[src/rtl/ex_stage_md.sv]
// ex_stage_md -- execute stage of the soft-core pipeline.
//
// Resolves operand forwarding and runs a single-cycle ALU with a stored
// {N,Z,C,V} flags register. MUL/DIVU/REMU go to an iterative unit that
// takes one bit per cycle and stalls the upstream pipeline meanwhile.
// The stage drives the EX/MEM pipeline register directly.
//
// Ports
//   clk, rst                 clock, asynchronous active-low reset
//   ID_EX_*                  instruction, operands and control from ID/EX
//   ForwardA/B               00/11 register, 10 EX_Data, 01 MEM_Data
//   EX_Data, MEM_Data        forwarded values
//   Flush                    kill the instruction in EX
//   Stall                    hold PC, IF/ID and ID/EX
//   BranchTaken/Target       combinational branch decision and target
//   Flags                    stored {N,Z,C,V}
//   EX_MEM_*                 registered outputs to the MEM stage
module ex_stage_md #(
  parameter int XLEN      = 32,
  parameter int REG_AW    = 5,
  parameter bit MD_ENABLE = 1'b1
) (
  input  logic              clk,
  input  logic              rst,
  input  logic              ID_EX_Valid,
  input  logic [3:0]        ID_EX_Op,
  input  logic              ID_EX_ALUSrc,
  input  logic              ID_EX_SetFlags,
  input  logic              ID_EX_Branch,
  input  logic              ID_EX_MemToReg,
  input  logic              ID_EX_RegWrite,
  input  logic              ID_EX_MemRead,
  input  logic              ID_EX_MemWrite,
  input  logic [XLEN-1:0]   ID_EX_ReadData1,
  input  logic [XLEN-1:0]   ID_EX_ReadData2,
  input  logic [XLEN-1:0]   ID_EX_Imm,
  input  logic [REG_AW-1:0] ID_EX_WriteReg,
  input  logic [XLEN-1:0]   ID_EX_BranchTarget,
  input  logic [1:0]        ForwardA,
  input  logic [1:0]        ForwardB,
  input  logic [XLEN-1:0]   EX_Data,
  input  logic [XLEN-1:0]   MEM_Data,
  input  logic              Flush,
  output logic              Stall,
  output logic              BranchTaken,
  output logic [XLEN-1:0]   BranchTarget,
  output logic [3:0]        Flags,
  output logic              EX_MEM_Valid,
  output logic              EX_MEM_MemToReg,
  output logic              EX_MEM_RegWrite,
  output logic              EX_MEM_MemRead,
  output logic              EX_MEM_MemWrite,
  output logic [XLEN-1:0]   EX_MEM_ALUResult,
  output logic [XLEN-1:0]   EX_MEM_WriteData,
  output logic [REG_AW-1:0] EX_MEM_WriteReg
);

  localparam int SHW = $clog2(XLEN);
  localparam int CW  = $clog2(XLEN);

  localparam logic [3:0] OP_ADD  = 4'd0;
  localparam logic [3:0] OP_SUB  = 4'd1;
  localparam logic [3:0] OP_AND  = 4'd2;
  localparam logic [3:0] OP_OR   = 4'd3;
  localparam logic [3:0] OP_XOR  = 4'd4;
  localparam logic [3:0] OP_SLT  = 4'd5;
  localparam logic [3:0] OP_SLL  = 4'd6;
  localparam logic [3:0] OP_SRL  = 4'd7;
  localparam logic [3:0] OP_SRA  = 4'd8;
  localparam logic [3:0] OP_MUL  = 4'd9;
  localparam logic [3:0] OP_DIVU = 4'd10;
  localparam logic [3:0] OP_REMU = 4'd11;

  typedef enum logic [1:0] {S_IDLE, S_BUSY, S_DONE} state_t;

  state_t              r_state;
  logic [CW-1:0]       r_cnt;
  logic [3:0]          r_md_op;
  logic                r_md_m2r, r_md_rw, r_md_mr, r_md_mw;
  logic [REG_AW-1:0]   r_md_wreg;
  logic [XLEN-1:0]     r_md_wdata;
  // MUL: r_opa multiplicand (shifts left), r_opb multiplier (shifts right),
  //      r_acc running product.
  // DIV: r_opa dividend shifting out / quotient shifting in, r_opb divisor,
  //      r_acc partial remainder.
  logic [XLEN-1:0]     r_opa, r_opb, r_acc;
  logic [3:0]          r_flags;

  logic [XLEN-1:0]     r_exm_res, r_exm_wdata;
  logic [REG_AW-1:0]   r_exm_wreg;
  logic                r_exm_vld, r_exm_m2r, r_exm_rw, r_exm_mr, r_exm_mw;

  logic [XLEN-1:0]        w_fwd_a, w_fwd_b, w_a, w_b, w_res, w_md_res;
  logic signed [XLEN-1:0] w_a_s, w_b_s;
  logic [SHW-1:0]         w_shamt;
  logic [XLEN:0]          w_sum, w_dif, w_rem_sh, w_trial;
  logic                   w_c, w_v, w_zero, w_neg, w_lt, w_ge;
  logic                   w_is_md, w_md_en, w_idle, w_busy, w_start, w_flag_ld;

  // Forwarding happens before the ALUSrc mux so an immediate always wins.
  always_comb begin
    case (ForwardA)
      2'b10:   w_fwd_a = EX_Data;
      2'b01:   w_fwd_a = MEM_Data;
      default: w_fwd_a = ID_EX_ReadData1;
    endcase
    case (ForwardB)
      2'b10:   w_fwd_b = EX_Data;
      2'b01:   w_fwd_b = MEM_Data;
      default: w_fwd_b = ID_EX_ReadData2;
    endcase
  end

  assign w_a     = w_fwd_a;
  assign w_b     = ID_EX_ALUSrc ? ID_EX_Imm : w_fwd_b;
  assign w_a_s   = w_a;
  assign w_b_s   = w_b;
  assign w_shamt = w_b[SHW-1:0];
  assign w_lt    = (w_a_s < w_b_s);
  assign w_sum   = {1'b0, w_a} + {1'b0, w_b};
  // Subtraction as A + ~B + 1: the carry out is set when there is no borrow.
  assign w_dif   = {1'b0, w_a} + {1'b0, ~w_b} + (XLEN+1)'(1);

  always_comb begin
    w_res = '0;
    w_c   = 1'b0;
    w_v   = 1'b0;
    case (ID_EX_Op)
      OP_ADD: begin
        w_res = w_sum[XLEN-1:0];
        w_c   = w_sum[XLEN];
        w_v   = (w_a[XLEN-1] == w_b[XLEN-1]) && (w_sum[XLEN-1] != w_a[XLEN-1]);
      end
      OP_SUB: begin
        w_res = w_dif[XLEN-1:0];
        w_c   = w_dif[XLEN];
        w_v   = (w_a[XLEN-1] != w_b[XLEN-1]) && (w_dif[XLEN-1] != w_a[XLEN-1]);
      end
      OP_AND:  w_res = w_a & w_b;
      OP_OR:   w_res = w_a | w_b;
      OP_XOR:  w_res = w_a ^ w_b;
      OP_SLT:  w_res = {{(XLEN-1){1'b0}}, w_lt};
      OP_SLL:  w_res = w_a << w_shamt;
      OP_SRL:  w_res = w_a >> w_shamt;
      OP_SRA:  w_res = $unsigned(w_a_s >>> w_shamt);
      default: w_res = '0;  // MUL/DIVU/REMU here only when MD is disabled
    endcase
  end

  assign w_zero = (w_res == '0);
  assign w_neg  = w_res[XLEN-1];

  assign w_is_md   = (ID_EX_Op == OP_MUL) || (ID_EX_Op == OP_DIVU) || (ID_EX_Op == OP_REMU);
  assign w_md_en   = MD_ENABLE && w_is_md;
  assign w_idle    = (r_state == S_IDLE);
  assign w_busy    = (r_state == S_BUSY);
  assign w_start   = w_idle && ID_EX_Valid && w_md_en && !Flush;
  assign w_flag_ld = w_idle && ID_EX_Valid && ID_EX_SetFlags && !Flush && !w_md_en;

  // Gated by rst so both read 0 while reset is held, whatever the inputs do.
  assign Stall       = rst && !Flush && (w_start || w_busy);
  assign BranchTaken = rst && ID_EX_Valid && ID_EX_Branch && w_zero && !Flush && w_idle;
  assign BranchTarget = ID_EX_BranchTarget;

  // One restoring-division step: shift the next dividend bit into the
  // remainder and subtract when it fits. The remainder stays below the
  // divisor, so bit XLEN of the trial is exactly the borrow. A zero divisor
  // always "fits", giving an all-ones quotient and remainder = dividend.
  assign w_rem_sh = {r_acc, r_opa[XLEN-1]};
  assign w_trial  = w_rem_sh - {1'b0, r_opb};
  assign w_ge     = !w_trial[XLEN];

  assign w_md_res = (r_md_op == OP_DIVU) ? r_opa : r_acc;

  // Iterative datapath: operands and partial results, no reset needed.
  always_ff @(posedge clk) begin
    if (w_start) begin
      r_opa      <= w_a;
      r_opb      <= w_b;
      r_acc      <= '0;
      r_md_wdata <= w_fwd_b;
      r_md_wreg  <= ID_EX_WriteReg;
    end else if (w_busy) begin
      if (r_md_op == OP_MUL) begin
        if (r_opb[0]) r_acc <= r_acc + r_opa;
        r_opa <= r_opa << 1;
        r_opb <= r_opb >> 1;
      end else begin
        r_opa <= {r_opa[XLEN-2:0], w_ge};
        r_acc <= w_ge ? w_trial[XLEN-1:0] : w_rem_sh[XLEN-1:0];
      end
    end
  end

  // Control state, flags and the EX/MEM register.
  always_ff @(posedge clk or negedge rst) begin
    if (!rst) begin
      r_state     <= S_IDLE;
      r_cnt       <= '0;
      r_md_op     <= '0;
      r_md_m2r    <= 1'b0;
      r_md_rw     <= 1'b0;
      r_md_mr     <= 1'b0;
      r_md_mw     <= 1'b0;
      r_flags     <= '0;
      r_exm_vld   <= 1'b0;
      r_exm_m2r   <= 1'b0;
      r_exm_rw    <= 1'b0;
      r_exm_mr    <= 1'b0;
      r_exm_mw    <= 1'b0;
      r_exm_res   <= '0;
      r_exm_wdata <= '0;
      r_exm_wreg  <= '0;
    end else begin
      if (w_flag_ld) r_flags <= {w_neg, w_zero, w_c, w_v};

      if (Flush) begin
        r_state <= S_IDLE;
      end else begin
        case (r_state)
          S_IDLE: if (w_start) begin
            r_state  <= S_BUSY;
            r_cnt    <= '0;
            r_md_op  <= ID_EX_Op;
            r_md_m2r <= ID_EX_MemToReg;
            r_md_rw  <= ID_EX_RegWrite;
            r_md_mr  <= ID_EX_MemRead;
            r_md_mw  <= ID_EX_MemWrite;
          end
          S_BUSY: begin
            r_cnt <= r_cnt + CW'(1);
            if (r_cnt == CW'(XLEN-1)) r_state <= S_DONE;
          end
          // The instruction still sitting in ID/EX is the one just finished.
          S_DONE:  r_state <= S_IDLE;
          default: r_state <= S_IDLE;
        endcase
      end

      // Bubbles clear only the qualifying bits; data fields hold.
      if (Flush || w_busy || (w_idle && (w_start || !ID_EX_Valid))) begin
        r_exm_vld <= 1'b0;
        r_exm_rw  <= 1'b0;
        r_exm_mr  <= 1'b0;
        r_exm_mw  <= 1'b0;
      end else if (r_state == S_DONE) begin
        r_exm_vld   <= 1'b1;
        r_exm_res   <= w_md_res;
        r_exm_wdata <= r_md_wdata;
        r_exm_wreg  <= r_md_wreg;
        r_exm_m2r   <= r_md_m2r;
        r_exm_rw    <= r_md_rw;
        r_exm_mr    <= r_md_mr;
        r_exm_mw    <= r_md_mw;
      end else begin
        r_exm_vld   <= 1'b1;
        r_exm_res   <= w_res;
        r_exm_wdata <= w_fwd_b;
        r_exm_wreg  <= ID_EX_WriteReg;
        r_exm_m2r   <= ID_EX_MemToReg;
        r_exm_rw    <= ID_EX_RegWrite;
        r_exm_mr    <= ID_EX_MemRead;
        r_exm_mw    <= ID_EX_MemWrite;
      end
    end
  end

  assign Flags            = r_flags;
  assign EX_MEM_Valid     = r_exm_vld;
  assign EX_MEM_MemToReg  = r_exm_m2r;
  assign EX_MEM_RegWrite  = r_exm_rw;
  assign EX_MEM_MemRead   = r_exm_mr;
  assign EX_MEM_MemWrite  = r_exm_mw;
  assign EX_MEM_ALUResult = r_exm_res;
  assign EX_MEM_WriteData = r_exm_wdata;
  assign EX_MEM_WriteReg  = r_exm_wreg;

endmodule

[config.mk]
export PLATFORM = sky130hd
export DESIGN_NAME = ex_stage_md
export DESIGN_NICKNAME = d
export VERILOG_FILES = /design/src/rtl/ex_stage_md.sv
export SDC_FILE = /design/constraint.sdc
export NUM_CORES = 1
export LEC_CHECK = 0
export CAP_MARGIN = 20
export CORE_MARGIN = 2
export CORE_UTILIZATION = 61
export CTS_BUF_LIST = sky130_fd_sc_hd__clkbuf_16
export DETAILED_ROUTE_END_ITERATION = 8
export PLACE_DENSITY = 0.95
export RECOVER_POWER = 25
export SYNTH_ARGS = -nofsm -noshare
export SYNTH_HDL_FRONTEND = slang
export SYNTH_SLANG_ARGS = --single-unit
[constraint.sdc]
create_clock -name clk -period 27.8 [get_ports clk]
set_input_delay 5.56 -clock clk [delete_from_list [all_inputs] [get_ports clk]]
set_output_delay 5.56 -clock clk [all_outputs]
set_load 0.1 [all_outputs]
==> metrics <==
outcome complete, but fails checks; violated checks max-capacitance violations, max-slew violations; Initial Utilization 61.9%; hpwl dp 78600 um; first-pass iteration count of the detailed router 9; CTS clk-pin slew, worst paths 60 ps; die span in x 199 um; First DRT Iteration DRCs 4531; PnR worst setup slack 6460 ps; top-area cell type share of the netlist area 13.0%; die area 0.0398 sq mm; IO Pins 328; PostCTS Resize Cnt 0; vias in the first global route 25.2k; core footprint 0.0377 sq mm; critical path arrival 15780 ps; length of routed met3 wiring 15200 um; post-synth cell types 86; DR WL met2 44600 um; antenna diode count 0; via density per instance 7.26; DP Area 0.0261 sq mm; routability cong. 1.16; syn_nets 3445; cell taking the most area after synthesis edfxtp_1; Crit. End Element output port; delay-heaviest family, CP simple AND/OR/NAND/NOR gates; share of cells above drive strength 1 6.02%; Final period util 76.8%; FFs w/ async S/R, synth 41.2%; CTS tree done; WL met1 37300 um; first-pass GRT wire length 154000 um; worst-case clock skew 24.9 ps; post-synthesis sequential area ratio 25.8%; cell count after synthesis 3059; most frequent cells in the layout 448 x nand2_1, 321 x o21ai_0, 254 x clkdlybuf4s50_1; highest routed layer met5; dominant cells by area after synthesis edfxtp_1 13%, dfrtp_1 10%, ha_1 8.9%; Worst path slowest cell ha_1; H-tree depth 1; area grow syn2layout 15.8%; Setup Crit Path Kind in2out; DP Worst Slack 7540 ps; Synth Area per Inst 7.62 sq um; std cell rows 71; RSZ-0062 raised after global routing no; Max IR drop VDD 0.0807 mV; min Tclk post-route 21340 ps; Final Instance Area 0.0270 sq mm; crit path buf inv count 7; final core area utilization 71.6%; Final Setup Violations 0; worst rel slew slack -118%; Slew @ Worst Pin 3270 ps; Clock Tree Root clkbuf_16; initial antenna violation count 3; synthesized flop and latch total 226; CTS Buffer Depth 3; largest net degree at the start of global routing 92; clk_lat worst skew 580 ps; static leakage 11.4 nW; max incr delay on CP 1520 ps; DRT Wirelength 106000 um; Mapped Area 0.0233 sq mm; Hold Fails Final Rpt 0; Final Max Slew Viols 195; Yosys Warn Count 0; Achievable Freq 46.9 MHz; worst min-delay path class reg2reg; CTS buffer count 26; Final ANT Viol Nets 0; commonest non-fill, non-tap cell in the layout nand2_1; crit-path max FO 65; Routed WL per cell 28.6 um; clk sink count 226; nets@finish 3570; Post-synth EDFFs 101; postcts setup bufs 0; Startpoint Class input port; # hold bufs at CTS 0; Design Power 2.06 mW; max_cap viols 4; Total GRT Usage 51.6%; DRC Markers 0; global route overflow 0; pwr dens 76.5 mW/mm^2; Worst EP required 22240 ps; DR vias 27.0k; input/output buffers 263; Synth Flop Type edfxtp_1; Setup TNS 0 ps; Die Span Y 199 um
[where the power goes]
group | switching [mW] | total (mW) | internal [mW] | leakage [nW]
clock | 0.153 | 0.352 | 0.199 | 0.432
sequential | 0.0569 | 0.463 | 0.406 | 2.35
combinational | 0.822 | 1.25 | 0.425 | 8.65
total | 1.03 | 2.06 | 1.03 | 11.4
[metrics by stage]
| step | std cells | hold WS, ps |
|---|---|---|
| after global routing | 3715 | 501 |
| after floorplan | 3059 | 426 |
| after CTS | 3711 | 484 |
| after detailed placement | 3663 | 464 |
| final | 3715 | 479 |
| after global placement | 3663 | 445 |
[cells in the mapped netlist (all sizes together) (68+ instances only)]
cell and instances:
nand2 450, o21ai 337, nor2 215, a21oi 193, ha 166, mux2i 160, clkbuf 156, inv 154
edfxtp 101, dfrtp 93, buf 76, a22oi 69, nand3 69, nor3 68
[flip-flops by register name, indices dropped and copies added (netlist names), 2 cells and up]
signal / count
EX_MEM_WriteData: 32
EX_MEM_ALUResult: 32
r_md_op: 4
r_acc: 32
r_state: 2
r_opa: 32
Flags: 4
r_opb: 32
r_md_wdata: 32
r_cnt: 5
r_md_wreg: 5
EX_MEM_WriteReg: 5
[kinds of logic after synthesis]
group	after synthesis	synth area share (%)
buf+inv	386	6.91
xor+xnor	73	2.74
mux	181	7.96
fa+ha+maj	170	9.26
compound gates	1044	28.6
simple gates	979	18.8
flops	226	25.8
[routing by layer]
metal / up-vias / GRT usage (%)
met5: - / 1.53
met4: 6 / 35.0
met2: 2472 / 75.8
li1: 11411 / -
met1: 12456 / 63.9
met3: 628 / 17.2
[path summary, 6_finish.rpt]
check                                                  from                               end  slack, ps  depth (start not counted)
max                                             ForwardB[0]                       BranchTaken       6460                         25
min                        EX_MEM_ALUResult[31]$_DFFE_PN0P_  EX_MEM_ALUResult[31]$_DFFE_PN0P_        480                          2
max reg2reg                             r_opa[31]$_DFFE_PP_            r_acc[20]$_SDFFE_PP0P_      22410                         17
min reg2reg                EX_MEM_ALUResult[31]$_DFFE_PN0P_  EX_MEM_ALUResult[31]$_DFFE_PN0P_        480                          2
max in group asynchronous                               rst  EX_MEM_WriteData[11]$_DFFE_PN0P_      17610                          2
min in group asynchronous                               rst  EX_MEM_ALUResult[10]$_DFFE_PN0P_       5960                          1
[worst reg2reg max path, delay by kind of cell (launching register included)]
family / cells / cell delay (ps)
XOR/XNOR: 1 / 150
adder cells (fa/ha/maj): 2 / 420
multiplexers: 1 / 430
AO/OA/AOI/OAI: 9 / 2680
buffers and inverters: 2 / 680
AND/OR/NAND/NOR: 2 / 300
flip-flops: 1 / 610
[layout make-up]
cell class                 instances  area, sq um
clock buffer                      26          651
clock inverter                    22          204
fill                            2880        10700
inverter                         154          578
multi-input combinational       2447        15800
sequential                       226         6000
tap                              511          639
timing repair buffer             329         3140
Note: power is estimated with default switching activity, not from simulation.
